## src/rtl/tick_stopwatch_pkg.sv

```systemverilog
// tick_stopwatch_pkg: state encoding, BCD field limits and a decimal-to-BCD helper
// shared by the stopwatch top and its digit-pair counters.
`default_nettype none

package tick_stopwatch_pkg;

  typedef enum logic [1:0] {
    ST_IDLE  = 2'd0,
    ST_RUN   = 2'd1,
    ST_PAUSE = 2'd2,
    ST_LAP   = 2'd3
  } state_t;

  localparam int HUND_LIMIT = 99;
  localparam int SEC_LIMIT  = 59;

  // Elaboration-time conversion of a decimal limit (0..99) to two BCD digits.
  function automatic logic [7:0] to_bcd8(input int unsigned v);
    logic [3:0] w_tens;
    logic [3:0] w_ones;
    w_tens = 4'(v / 10);
    w_ones = 4'(v % 10);
    return {w_tens, w_ones};
  endfunction

endpackage

`default_nettype wire

```

## src/rtl/tick_stopwatch_bcd_digit_pair.sv

```systemverilog
// bcd_digit_pair: two-digit BCD counter 00..LIMIT with synchronous clear and a
// same-cycle carry out so cascaded pairs ripple on a single edge.
`default_nettype none

module bcd_digit_pair
  import tick_stopwatch_pkg::*;
#(
  parameter int LIMIT = 99
) (
  input  logic       clk,
  input  logic       rst_n,
  input  logic       inc,
  input  logic       clr,
  output logic [7:0] value,
  output logic       carry
);

  localparam logic [7:0] LIMIT_BCD = to_bcd8(LIMIT);

  logic [7:0] r_value;
  logic [7:0] w_next;

  assign carry = inc && (r_value == LIMIT_BCD);
  assign value = r_value;

  always_comb begin
    w_next = r_value;
    if (r_value[3:0] == 4'd9) begin
      w_next = {r_value[7:4] + 4'd1, 4'd0};
    end else begin
      w_next = {r_value[7:4], r_value[3:0] + 4'd1};
    end
  end

  always_ff @(posedge clk or negedge rst_n) begin
    if (!rst_n) begin
      r_value <= 8'h00;
    end else if (clr) begin
      r_value <= 8'h00;
    end else if (inc) begin
      r_value <= carry ? 8'h00 : w_next;
    end
  end

endmodule

`default_nettype wire

```

## src/rtl/tick_stopwatch.sv

```systemverilog
// tick_stopwatch: BCD MM:SS.hh stopwatch with run/pause/clear commands.
// Optional lap-freeze display is compiled in with `define STOPWATCH_LAP_EN.
`default_nettype none

module tick_stopwatch
  import tick_stopwatch_pkg::*;
#(
  parameter int MAX_MIN = 59
) (
  input  logic       CLOCK,
  input  logic       RESET,
  input  logic       TICK,
  input  logic       START_STOP,
  input  logic       CLEAR,
  input  logic       LAP,
  output logic [7:0] HUND_BCD,
  output logic [7:0] SEC_BCD,
  output logic [7:0] MIN_BCD,
  output logic       RUNNING,
  output logic       ROLLOVER
);

  state_t     r_state;
  logic       r_running;
  logic       r_rollover;
  logic       w_tick_en;
  logic       w_hund_carry;
  logic       w_sec_carry;
  logic       w_min_carry;
  logic [7:0] w_hund;
  logic [7:0] w_sec;
  logic [7:0] w_min;

  // Counting follows the pre-edge state, so a PAUSE->RUN command never counts
  // its own tick while a RUN->PAUSE command does.
  assign w_tick_en = TICK && !CLEAR && ((r_state == ST_RUN) || (r_state == ST_LAP));

  bcd_digit_pair #(.LIMIT(HUND_LIMIT)) u_hund (
    .clk   (CLOCK),
    .rst_n (RESET),
    .inc   (w_tick_en),
    .clr   (CLEAR),
    .value (w_hund),
    .carry (w_hund_carry)
  );

  bcd_digit_pair #(.LIMIT(SEC_LIMIT)) u_sec (
    .clk   (CLOCK),
    .rst_n (RESET),
    .inc   (w_hund_carry),
    .clr   (CLEAR),
    .value (w_sec),
    .carry (w_sec_carry)
  );

  bcd_digit_pair #(.LIMIT(MAX_MIN)) u_min (
    .clk   (CLOCK),
    .rst_n (RESET),
    .inc   (w_sec_carry),
    .clr   (CLEAR),
    .value (w_min),
    .carry (w_min_carry)
  );

  always_ff @(posedge CLOCK or negedge RESET) begin
    if (!RESET) begin
      r_state   <= ST_IDLE;
      r_running <= 1'b0;
    end else if (CLEAR) begin
      r_state   <= ST_IDLE;
      r_running <= 1'b0;
    end else if (START_STOP) begin
      case (r_state)
        ST_RUN, ST_LAP: begin
          r_state   <= ST_PAUSE;
          r_running <= 1'b0;
        end
        default: begin
          r_state   <= ST_RUN;
          r_running <= 1'b1;
        end
      endcase
`ifdef STOPWATCH_LAP_EN
    end else if (LAP) begin
      if (r_state == ST_RUN) begin
        r_state <= ST_LAP;
      end else if (r_state == ST_LAP) begin
        r_state <= ST_RUN;
      end
`endif
    end
  end

  always_ff @(posedge CLOCK or negedge RESET) begin
    if (!RESET) begin
      r_rollover <= 1'b0;
    end else begin
      r_rollover <= w_min_carry;
    end
  end

  assign RUNNING  = r_running;
  assign ROLLOVER = r_rollover;

`ifdef STOPWATCH_LAP_EN
  logic [7:0] r_snap_hund;
  logic [7:0] r_snap_sec;
  logic [7:0] r_snap_min;

  // Snapshot holds what was on display just before entering LAP.
  always_ff @(posedge CLOCK or negedge RESET) begin
    if (!RESET) begin
      r_snap_hund <= 8'h00;
      r_snap_sec  <= 8'h00;
      r_snap_min  <= 8'h00;
    end else if (!CLEAR && !START_STOP && LAP && (r_state == ST_RUN)) begin
      r_snap_hund <= w_hund;
      r_snap_sec  <= w_sec;
      r_snap_min  <= w_min;
    end
  end

  assign HUND_BCD = (r_state == ST_LAP) ? r_snap_hund : w_hund;
  assign SEC_BCD  = (r_state == ST_LAP) ? r_snap_sec  : w_sec;
  assign MIN_BCD  = (r_state == ST_LAP) ? r_snap_min  : w_min;
`else
  logic w_unused_lap;
  assign w_unused_lap = LAP;

  assign HUND_BCD = w_hund;
  assign SEC_BCD  = w_sec;
  assign MIN_BCD  = w_min;
`endif

endmodule

`default_nettype wire

```

## config.mk

```make
export PLATFORM = sky130hd
export DESIGN_NAME = tick_stopwatch
export DESIGN_NICKNAME = d
export VERILOG_FILES = /design/src/rtl/tick_stopwatch_pkg.sv /design/src/rtl/tick_stopwatch_bcd_digit_pair.sv /design/src/rtl/tick_stopwatch.sv
export SDC_FILE = /design/constraint.sdc
export NUM_CORES = 1
export LEC_CHECK = 0
export ABC_CLOCK_PERIOD_IN_PS = 2160
export CAP_MARGIN = 10
export CORE_MARGIN = 10
export CORE_UTILIZATION = 53
export CTS_BUF_LIST = sky130_fd_sc_hd__clkbuf_4 sky130_fd_sc_hd__clkbuf_8
export DETAILED_ROUTE_END_ITERATION = 6
export HOLD_SLACK_MARGIN = 0.06
export PLACE_DENSITY_LB_ADDON = 0.1
export SLEW_MARGIN = 20
export SYNTH_ARGS = -nofsm -noshare
export SYNTH_HDL_FRONTEND = slang
export SYNTH_SLANG_ARGS = --single-unit
```

## constraint.sdc

```tcl
create_clock -name CLOCK -period 2.16 [get_ports CLOCK]
set_input_delay 0.216 -clock CLOCK [delete_from_list [all_inputs] [get_ports CLOCK]]
set_output_delay 0.216 -clock CLOCK [all_outputs]
set_load 0.02 [all_outputs]
```

After elaboration in Yosys (flattened, before gate mapping):

Index checks and enable logic that the tools add are counted.

* register bits: 28
* bits in latches: 0
* bits in writable memories: 0
* memory bits (read-only): 0
* memories kept: 0

* add/sub/neg operators: 6
* $mul: 0
* div/mod/pow operators: 0
* magnitude comparators: 0
* equal/unequal tests: 8
* shift-type cells: 0
* muxes and demuxes: 18
* bitwise logic cells: 0
* reduce and logical (&&, ||, !) cells: 18

Operator list (number)
* 8-bit 2-to-1 mux: 12
* 4-bit by 1-bit adder with 4-bit output, second input constant: 6
* 8-bit by 7-bit equality test with 1-bit output, second input constant: 2
* 4-bit equality test, second input constant: 3
* 3-bit nonzero test: 3
* 8-bit equality test, second input constant: 1
* 2-bit nonzero test: 4
* 2-bit 2-to-1 mux: 3
* 2-bit AND reduction: 3
* 1-bit logical AND: 5
* 1-bit 2-to-1 mux: 3
* 2-bit by 1-bit equality test with 1-bit output, second input constant: 1
* 2-bit equality test, second input constant: 1
* 2-bit OR reduction: 1
* 1-bit logical NOT: 1
* 1-bit logical OR: 1

Longest topological paths before layout:

Gate-level depths: netlist of the first run.

* depth in word-level cells: 9
* mapped depth: 8

By module:

From an unflattened synthesis of the first run, not the netlist that was laid out.

* cells, all modules: 153
* area, all modules: 1539.0 sq um

Modules (own cells, without submodules)
* bcd_digit_pair at u_min ...: instances 2, cells each 48, area an instance 486.7 sq um, sequential area each 200.2 sq um
* bcd_digit_pair at u_hund: instances 1, cells each 52, area an instance 494.2 sq um, sequential area each 200.2 sq um
* tick_stopwatch: instances 1, cells each 5, area an instance 71.3 sq um, sequential area each 50.0 sq um

Worst setup path before layout of the first run:

No wires, ideal clock.

* kind: reg2reg
* start: register u_hund.r_value[0], in the netlist u_hund.value[0]
* end: register u_min.r_value[7], in the netlist u_min.value[7]
* arrival: 1.807 ns
* setup slack: 0.275 ns
* stages on the path, launching flop included: 7
* path buffers: 1
* clock period less this slack: 1.885 ns
* cell sequence: dfrtp_1 -> ha_1 -> and3b_1 -> buf_2 -> nand4_2 -> or4b_1 -> a21oi_1

* word-level cells in the longest chain between the ends: 7
* elaborated cells between the ends (all ways): 10

RTL lines
* start: declaration: RTL line tick_stopwatch_bcd_digit_pair.sv:20 `logic [7:0] r_value;`
* start signal: assignment: RTL line tick_stopwatch_bcd_digit_pair.sv:41 `r_value <= carry ? 8'h00 : w_next;`
* 8-bit equality test (*): RTL line tick_stopwatch_bcd_digit_pair.sv:23 `assign carry = inc && (r_value == LIMIT_BCD);`
* 1-bit logical AND (*) (2 in series): RTL line tick_stopwatch_bcd_digit_pair.sv:23
* 1-bit logical AND: RTL line tick_stopwatch_bcd_digit_pair.sv:23
* 8-bit 2-to-1 mux: RTL line tick_stopwatch_bcd_digit_pair.sv:41
* 8-bit 2-to-1 mux: RTL line tick_stopwatch_bcd_digit_pair.sv:40 `end else if (inc) begin`
* 8-bit 2-to-1 mux: RTL line tick_stopwatch_bcd_digit_pair.sv:38 `end else if (clr) begin`
* end signal: assignment: RTL line tick_stopwatch_bcd_digit_pair.sv:41
* end: declaration: RTL line tick_stopwatch_bcd_digit_pair.sv:20

Mark *: on every way between the ends. The rest lies on a longest branch, timed or not. The select of a mux whose other input is x is not followed.
A chain may end at the register's enable or synchronous reset.

Worst setup path after layout of the first run:

* start: register u_sec.r_value[5], in the netlist u_sec.value[5]
* end: register u_min.r_value[7], in the netlist u_min.value[7]

* word-level cells in the longest chain between the ends: 6
* elaborated cells between the ends (all ways): 9

RTL lines (RTL line)
* start: declaration: tick_stopwatch_bcd_digit_pair.sv:20
* start signal: assignment: tick_stopwatch_bcd_digit_pair.sv:41
* 8-bit by 7-bit equality test with 1-bit output (*): tick_stopwatch_bcd_digit_pair.sv:23
* 1-bit logical AND (*): tick_stopwatch_bcd_digit_pair.sv:23
* 1-bit logical AND: tick_stopwatch_bcd_digit_pair.sv:23
* 8-bit 2-to-1 mux: tick_stopwatch_bcd_digit_pair.sv:41
* 8-bit 2-to-1 mux: tick_stopwatch_bcd_digit_pair.sv:40
* 8-bit 2-to-1 mux: tick_stopwatch_bcd_digit_pair.sv:38

Marked as above.

==> results of run 1 <==
## power by group through the flow
stage	logic, mW	registers (mW)	clock network, mW
after global routing	0.0632	0.496	0.363
after detailed placement	0.0575	0.504	0
after floorplan	0.0212	0.508	0
final	0.0568	0.495	0.346
after global placement	0.0568	0.504	0
after CTS	0.0579	0.495	0.347
## path summary, 6_finish.rpt
path,cells after the start,endpoint,slack (ps)
worst max-delay path,6,u_min.value[7],240
worst min-delay path,2,u_min.value[3],220
worst max register to register,6,u_min.value[7],240
worst min register to register,2,u_min.value[3],590
max in group asynchronous,2,u_hund.value[4],1680
min in group CLOCK,3,r_state[0],490
## stage by stage
| stage | hold WS, ps | power [mW] | std cells | util, % | area [um2] |
|---|---|---|---|---|---|
| floorplan | -79.59 | 0.5294 | 170 | - | 1548 |
| global route | 247.4 | 0.9222 | 233 | 69.82 | 1942 |
| detailed placement | 570.9 | 0.5618 | 229 | 67.93 | 1889 |
| CTS | 227.9 | 0.9004 | 233 | 69.82 | 1942 |
| global placement | 550.1 | 0.5610 | 229 | 67.93 | 1889 |
| finish | 221.8 | 0.8976 | 233 | 69.82 | 1942 |
## layout make-up
class | instances | area share [%]
Tap cell | 31 | 1.997
Clock inverter | 1 | 1.546
Timing Repair Buffer | 36 | 17.78
Clock buffer | 3 | 1.160
Multi-Input combinational cell | 129 | 42.65
Sequential cell | 26 | 33.51
Inverter | 7 | 1.353
## metal layers
metal	part of all wire, %	wire length, um
met1	44	1561
met2	48	1717
met3	7.2	256
met4	0.93	33
met5	0	0
## sequential cells by signal (all words and copies together) (netlist names)
signal / count
u_hund.value: 8
ROLLOVER: 1
r_state: 1
u_min.value: 8
u_sec.value: 8
## Yosys cell counts
cell type  count  area, um2
dfrtp_1       26      650.6
a21oi_1       20      100.1
nor2_1        19      71.32
ha_1          12      150.1
nand2_1       11      41.29
o21ai_0       11      55.05
nand3_1        8      40.04
inv_1          7      26.28
and3b_1        6      52.55
or3_1          6      37.54
and2_1         4      25.02
buf_2          4      20.02
mux2i_1        4      40.04
clkbuf_1       3      11.26
nor3_1         3      15.01
nor4_1         3      18.77
and3_1         2      12.51
and4_1         2      17.52
and4bb_2       2      25.02
nand3b_1       2      15.01
nand4_1        2      12.51
nor2b_1        2      12.51
o31ai_1        2      15.01
or4_1          2      15.01
a211o_1        1      8.760
buf_6          1      11.26
nand4_2        1      12.51
nand4b_1       1      8.760
nor3b_1        1      7.510
or4b_1         1      10.01
xnor2_1        1      8.760
## kinds of logic after synthesis
logic type	after synthesis	synth area share, %
xor+xnor	1	0.5660
compound gates	34	11.56
simple gates	78	29.10
fa+ha+maj	12	9.701
flops	26	42.04
buf+inv	15	4.446
mux	4	2.587
==> impl_results.md, run 1 <==
* Crit Path Category: register to register
* Cell Pwr Density at 462.2 mW/mm2
* Setup crit start: u_sec.value[5]
* Starting Density at 55.65%
* Antenna cells at 0
* GR Overflow Total at 0
* FILL cells at 224
* Required @ worst endpoint at 2430 ps
* Clock Skew at 10.37 ps
* Most frequent cells in the layout: clkdlybuf4s50_1 (30), dfrtp_1 (26), a21oi_1 (20), nor2_1 (19), ha_1 (12)
* Largest fanout on the critical path at 7
* Syn avg cell area at 9.104 um2
* Minimum clock period at 1922 ps
* Met1 Usage GRT at 15.02%
* Slew at the pin closest to its max-slew limit at 334.5 ps
* Dpl ws at 192.1 ps
* Clock slew at reported path FFs at 160 ps
* Hold WC Path Type: input pin to async pin
* Max-capacitance violation count at 0
* Number of I/O pins at 32
* Multi-input gate area at 828.3 um2
* CTS buffer count at 3
* Clock Path Buffers at 2
* Unrepaired setup endpoints after global routing: no
* Site Rows at 19
* Grt peak-use layer: met2
* Hold buffer count at cts at 0
* H-tree levels at 1
* Final WL at 3567 um
* Origin of the critical flop-to-flop path: u_sec.value[5]
* Final Cycle Share at 88.97%
* CP max stage delay at 540 ps
* Static Leak at 0.8390 nW
* Root Driver: clkbuf_4
* Ys Warns at 0
* Flops & latches, synth at 26
* Vias in the first global route at 1,366
* Highest-delay cell along the critical path: or4b_1
* Cells after synthesis at 170
* Worst endpoint data arrival time at 2190 ps
* Status: complete, no violations
* Post-synthesis sequential area ratio at 42.04%
* DRC violations left at 0
* Final WS setup at 238.3 ps
* Unique cell type count in the Yosys netlist at 31
* Share of cells above drive strength 1 at 6.436%
* Worst path cell trace: inv_1, ha_1, and3b_1, nand2_1, or4b_1, a21oi_1
* Vias post-DR at 1,318
* CTS tree: yes
* Clk Latency, worst-skew pair at 340 ps
* Post-Syn Area at 0.001548 mm2
* Slew HR at 77.70%
* Max Freq at 520.4 MHz
* Switch share at 21.93%
* Syn-to-layout area delta at 25.46%
* Met3 global-route usage at 4.920%
* HPWL Detailed at 2600 um
* Initial antenna violation count at 0
* Core area at 0.002781 mm2
* Worst path bufs/invs at 1
* Clock power frac at 38.5%
* P_sw at 0.1969 mW
* Peak supply drop at 0.3617 mV
* Routed length per instance at 15.31 um
* Setup TNS at 0 ps
* Final Max Tran Viols at 0
* Clk sinks at 26
* Post-CTS Setup Inserts at 0
* Die width at 74.04 um
* Fin nets at 221
* First-pass GRT wire length at 5989 um
* Die Height at 74.04 um
* Post-CTS Resized at 0
* Final Setup Violations at 0
* Pre-Repair DR Iteration Count at 4
* Combinational share of power at 6.3%
* Startpoint type of the worst setup path: register
* Die ar. at 0.005482 mm2
* Global Route met2 Usage at 22.73%
* Drt initial violations at 73
* Fin. Hold Viols at 0
* Placer Congestion at 0.8271
* Commonest non-fill, non-tap cell in the layout: clkdlybuf4s50_1
* I/O Buffers at 30
* Cell family with most CP delay: simple AND/OR/NAND/NOR gates
* Setup crit end kind: register
* Syn nets at 188
* Pin count of the biggest net entering global routing at 27
* Tot GR Track Use at 13.26%
* Via-to-Cell Ratio at 5.657
* Part of the power in registers at 55.2%
* Detail Route Antenna Nets at 0
* Pint at 0.7007 mW
* Storage element area at 650.6 um2
(Power assumes the default switching activity.)
==> run 2, diff against run 1 <==
- PLACE_DENSITY: default -> 0.91
- PLACE_DENSITY_LB_ADDON: 0.1 -> default
==> run 2 against run 1 <==
  * Sequential share of layout area decreased by 0.15 points
  * Non-clock buffer count unchanged
  * Cell count unchanged
  * Total power decreased by 0.61%
  * Routed wire length increased by 3.1%
  * Sequential power about the same
  * Core utilization increased by 0.31 points
  * Final area increased by 0.45%
  * Critical path type unchanged
  * Critical endpoint is now u_sec.value[3]
  * Largest power group unchanged
  * Highest routed layer unchanged
==> impl_results.md, run 2 (synthesis results as in run 1) <==
* Status: complete, no violations (unchanged)
* Number of I/O pins at 32 (unchanged)
* Setup crit end kind: register (unchanged)
* Max-capacitance violation count at 0 (unchanged)
* Post-CTS Setup Inserts at 0 (unchanged)
* Startpoint type of the worst setup path: register (unchanged)
* Required @ worst endpoint at 2420 ps (was 2430 ps)
* Hold slack at 243.0 ps (was 221.8 ps)
* Unrepaired setup endpoints after global routing: no (unchanged)
* HPWL Detailed at 2734 um (was 2600 um)
* Die Height at 74.04 um (unchanged)
* Slew at the pin closest to its max-slew limit at 336.3 ps (was 334.5 ps)
* Worst path bufs/invs at 2 (was 1)
* CTS tree: yes (unchanged)
* Syn-to-layout area delta at 26.03% (was 25.46%)
* Tot GR Track Use at 14.07% (was 13.26%)
* Clk Latency, worst-skew pair at 320 ps (was 340 ps)
* Vias post-DR at 1,389 (was 1,318)
* Final Setup Violations at 0 (unchanged)
* Share of cells above drive strength 1 at 6.436% (unchanged)
* Via-to-Cell Ratio at 5.961 (was 5.657)
* Highest-delay cell along the critical path: dfrtp_1 (was or4b_1)
* Antenna cells at 0 (unchanged)
* Design area at 0.001951 mm2 (was 0.001942 mm2)
* Overall power at 0.8921 mW (was 0.8976 mW)
* I/O Buffers at 30 (unchanged)
* Clock slew at reported path FFs at 150 ps (was 160 ps)
* Final Max Tran Viols at 0 (unchanged)
* Peak supply drop at 0.3784 mV (was 0.3617 mV)
* RR Endpoint: u_sec.value[3] (was u_min.value[7])
* Clock Path Buffers at 2 (unchanged)
* Drt initial violations at 58 (was 73)
* Detail Route Antenna Nets at 0 (unchanged)
* Die width at 74.04 um (unchanged)
* Final Util at 70.13% (was 69.82%)
* Site Rows at 19 (unchanged)
* Final WS setup at 215.2 ps (was 238.3 ps)
* Worst path cell trace: inv_1, ha_1, and3b_1, buf_4, nand3_1, or3_1, a21oi_1 (was inv_1, ha_1, and3b_1, nand2_1, or4b_1, a21oi_1)
* Commonest non-fill, non-tap cell in the layout: clkdlybuf4s50_1 (unchanged)
* Final WL at 3677 um (was 3567 um)
* Fin. Hold Viols at 0 (unchanged)
* DP Area at 0.001889 mm2 (unchanged)
* First-pass GRT wire length at 6375 um (was 5989 um)
* Origin of the critical flop-to-flop path: u_hund.value[1] (was u_sec.value[5])
* Clock Skew at 6.319 ps (was 10.37 ps)
* Final Cycle Share at 90.04% (was 88.97%)
* Reg2reg setup slack at 220 ps (was 240 ps)
* Crit Path Category: register to register (unchanged)
* Placed Cells at 229 (unchanged)
* Static Leak at 0.8424 nW (was 0.8390 nW)
* Core area at 0.002781 mm2 (unchanged)
* Largest fanout on the critical path at 6 (was 7)
* Root Driver: clkbuf_4 (unchanged)
* Die ar. at 0.005482 mm2 (unchanged)
* Pin count of the biggest net entering global routing at 27 (unchanged)
* Dpl ws at 103.9 ps (was 192.1 ps)
* Max Freq at 514.2 MHz (was 520.4 MHz)
* Placer Congestion at 0.8318 (was 0.8271)
* FILL cells at 212 (was 224)
* Worst endpoint data arrival time at 2210 ps (was 2190 ps)
* CTS buffer count at 3 (unchanged)
* Minimum clock period at 1945 ps (was 1922 ps)
* Initial antenna violation count at 0 (unchanged)
* CP max stage delay at 450 ps (was 540 ps)
* Clk sinks at 26 (unchanged)
* Fin nets at 221 (unchanged)
* Final cell count without fillers at 233 (unchanged)
* DRC violations left at 0 (unchanged)
* Pre-Repair DR Iteration Count at 4 (unchanged)
* R2R depth at 7 (was 6)
* Routed length per instance at 15.78 um (was 15.31 um)
* Slew HR at 77.58% (was 77.70%)
* Most frequent cells in the layout: clkdlybuf4s50_1 (30), dfrtp_1 (26), a21oi_1 (20), nor2_1 (19), ha_1 (12) (unchanged)
* Cell family with most CP delay: simple AND/OR/NAND/NOR gates (unchanged)
* Vias in the first global route at 1,402 (was 1,366)
* GR Overflow Total at 0 (unchanged)
* Setup TNS at 0 ps (unchanged)
* Cell Pwr Density at 457.3 mW/mm2 (was 462.2 mW/mm2)
* Hold WC Path Type: input pin to async pin (unchanged)
* H-tree levels at 1 (unchanged)
* Starting Density at 55.65% (unchanged)
run 2: cell types whose count changed in the layout (fill, tap and decap cells not counted):
cell,before,now
nand4_2,1,0
nand4_4,0,1
run 2: area by class of cell:
class	instances	area [um2]	area share (%)
inverters	7	26.28	1.347
clock inverters	1	30.03	1.539
repair buffers	36	345.3	17.70
multi-input cells	129	837.1	42.91
flip-flops and latches	26	650.6	33.35
clock buffers	3	22.52	1.155
well taps	31	38.79	1.988
run 2: how the worst max path moves through the flow:
| stage | start | endpoint | slack (ps) | depth (start not counted) |
|---|---|---|---|---|
| final | u_hund.value[1] | u_sec.value[3] | 220 | 7 |
| after global routing | u_sec.value[5] | u_min.value[7] | 40 | 6 |
| after CTS | u_sec.value[1] | u_min.value[7] | 150 | 6 |
| after detailed placement | CLEAR | u_min.value[7] | 100 | 5 |
| after global placement | CLEAR | u_min.value[7] | 150 | 5 |
| after floorplan | u_hund.value[0] | u_min.value[7] | 270 | 6 |
run 2: power by group:
group	internal, mW	switching [mW]
logic	0.0226	0.0357
clock network	0.188	0.151
registers	0.490	0.00506
run 2: what timing repair did:
action | CTS | global route
hold buffers | 0 | 0
setup endpoints to repair | 0 | 2
resized for setup | 0 | 1
run 2: layer usage:
layer / global-route usage, % / wire (um) / part of all wire [%] / up-vias
met1: 16.40 / 1539 / 42 / 673
li1: - / - / - / 667
met3: 4.521 / 295 / 8.0 / 6
met2: 23.48 / 1792 / 49 / 43
met4: 5.383 / 49 / 1.3 / 0
met5: 0 / 0 / 0 / -
==> run 3, diff against run 2 <==
- ABC_CLOCK_PERIOD_IN_PS: 2160 -> default
==> results of run 3 <==
The final DEF is identical to that of run 2; final timing and power are the same.
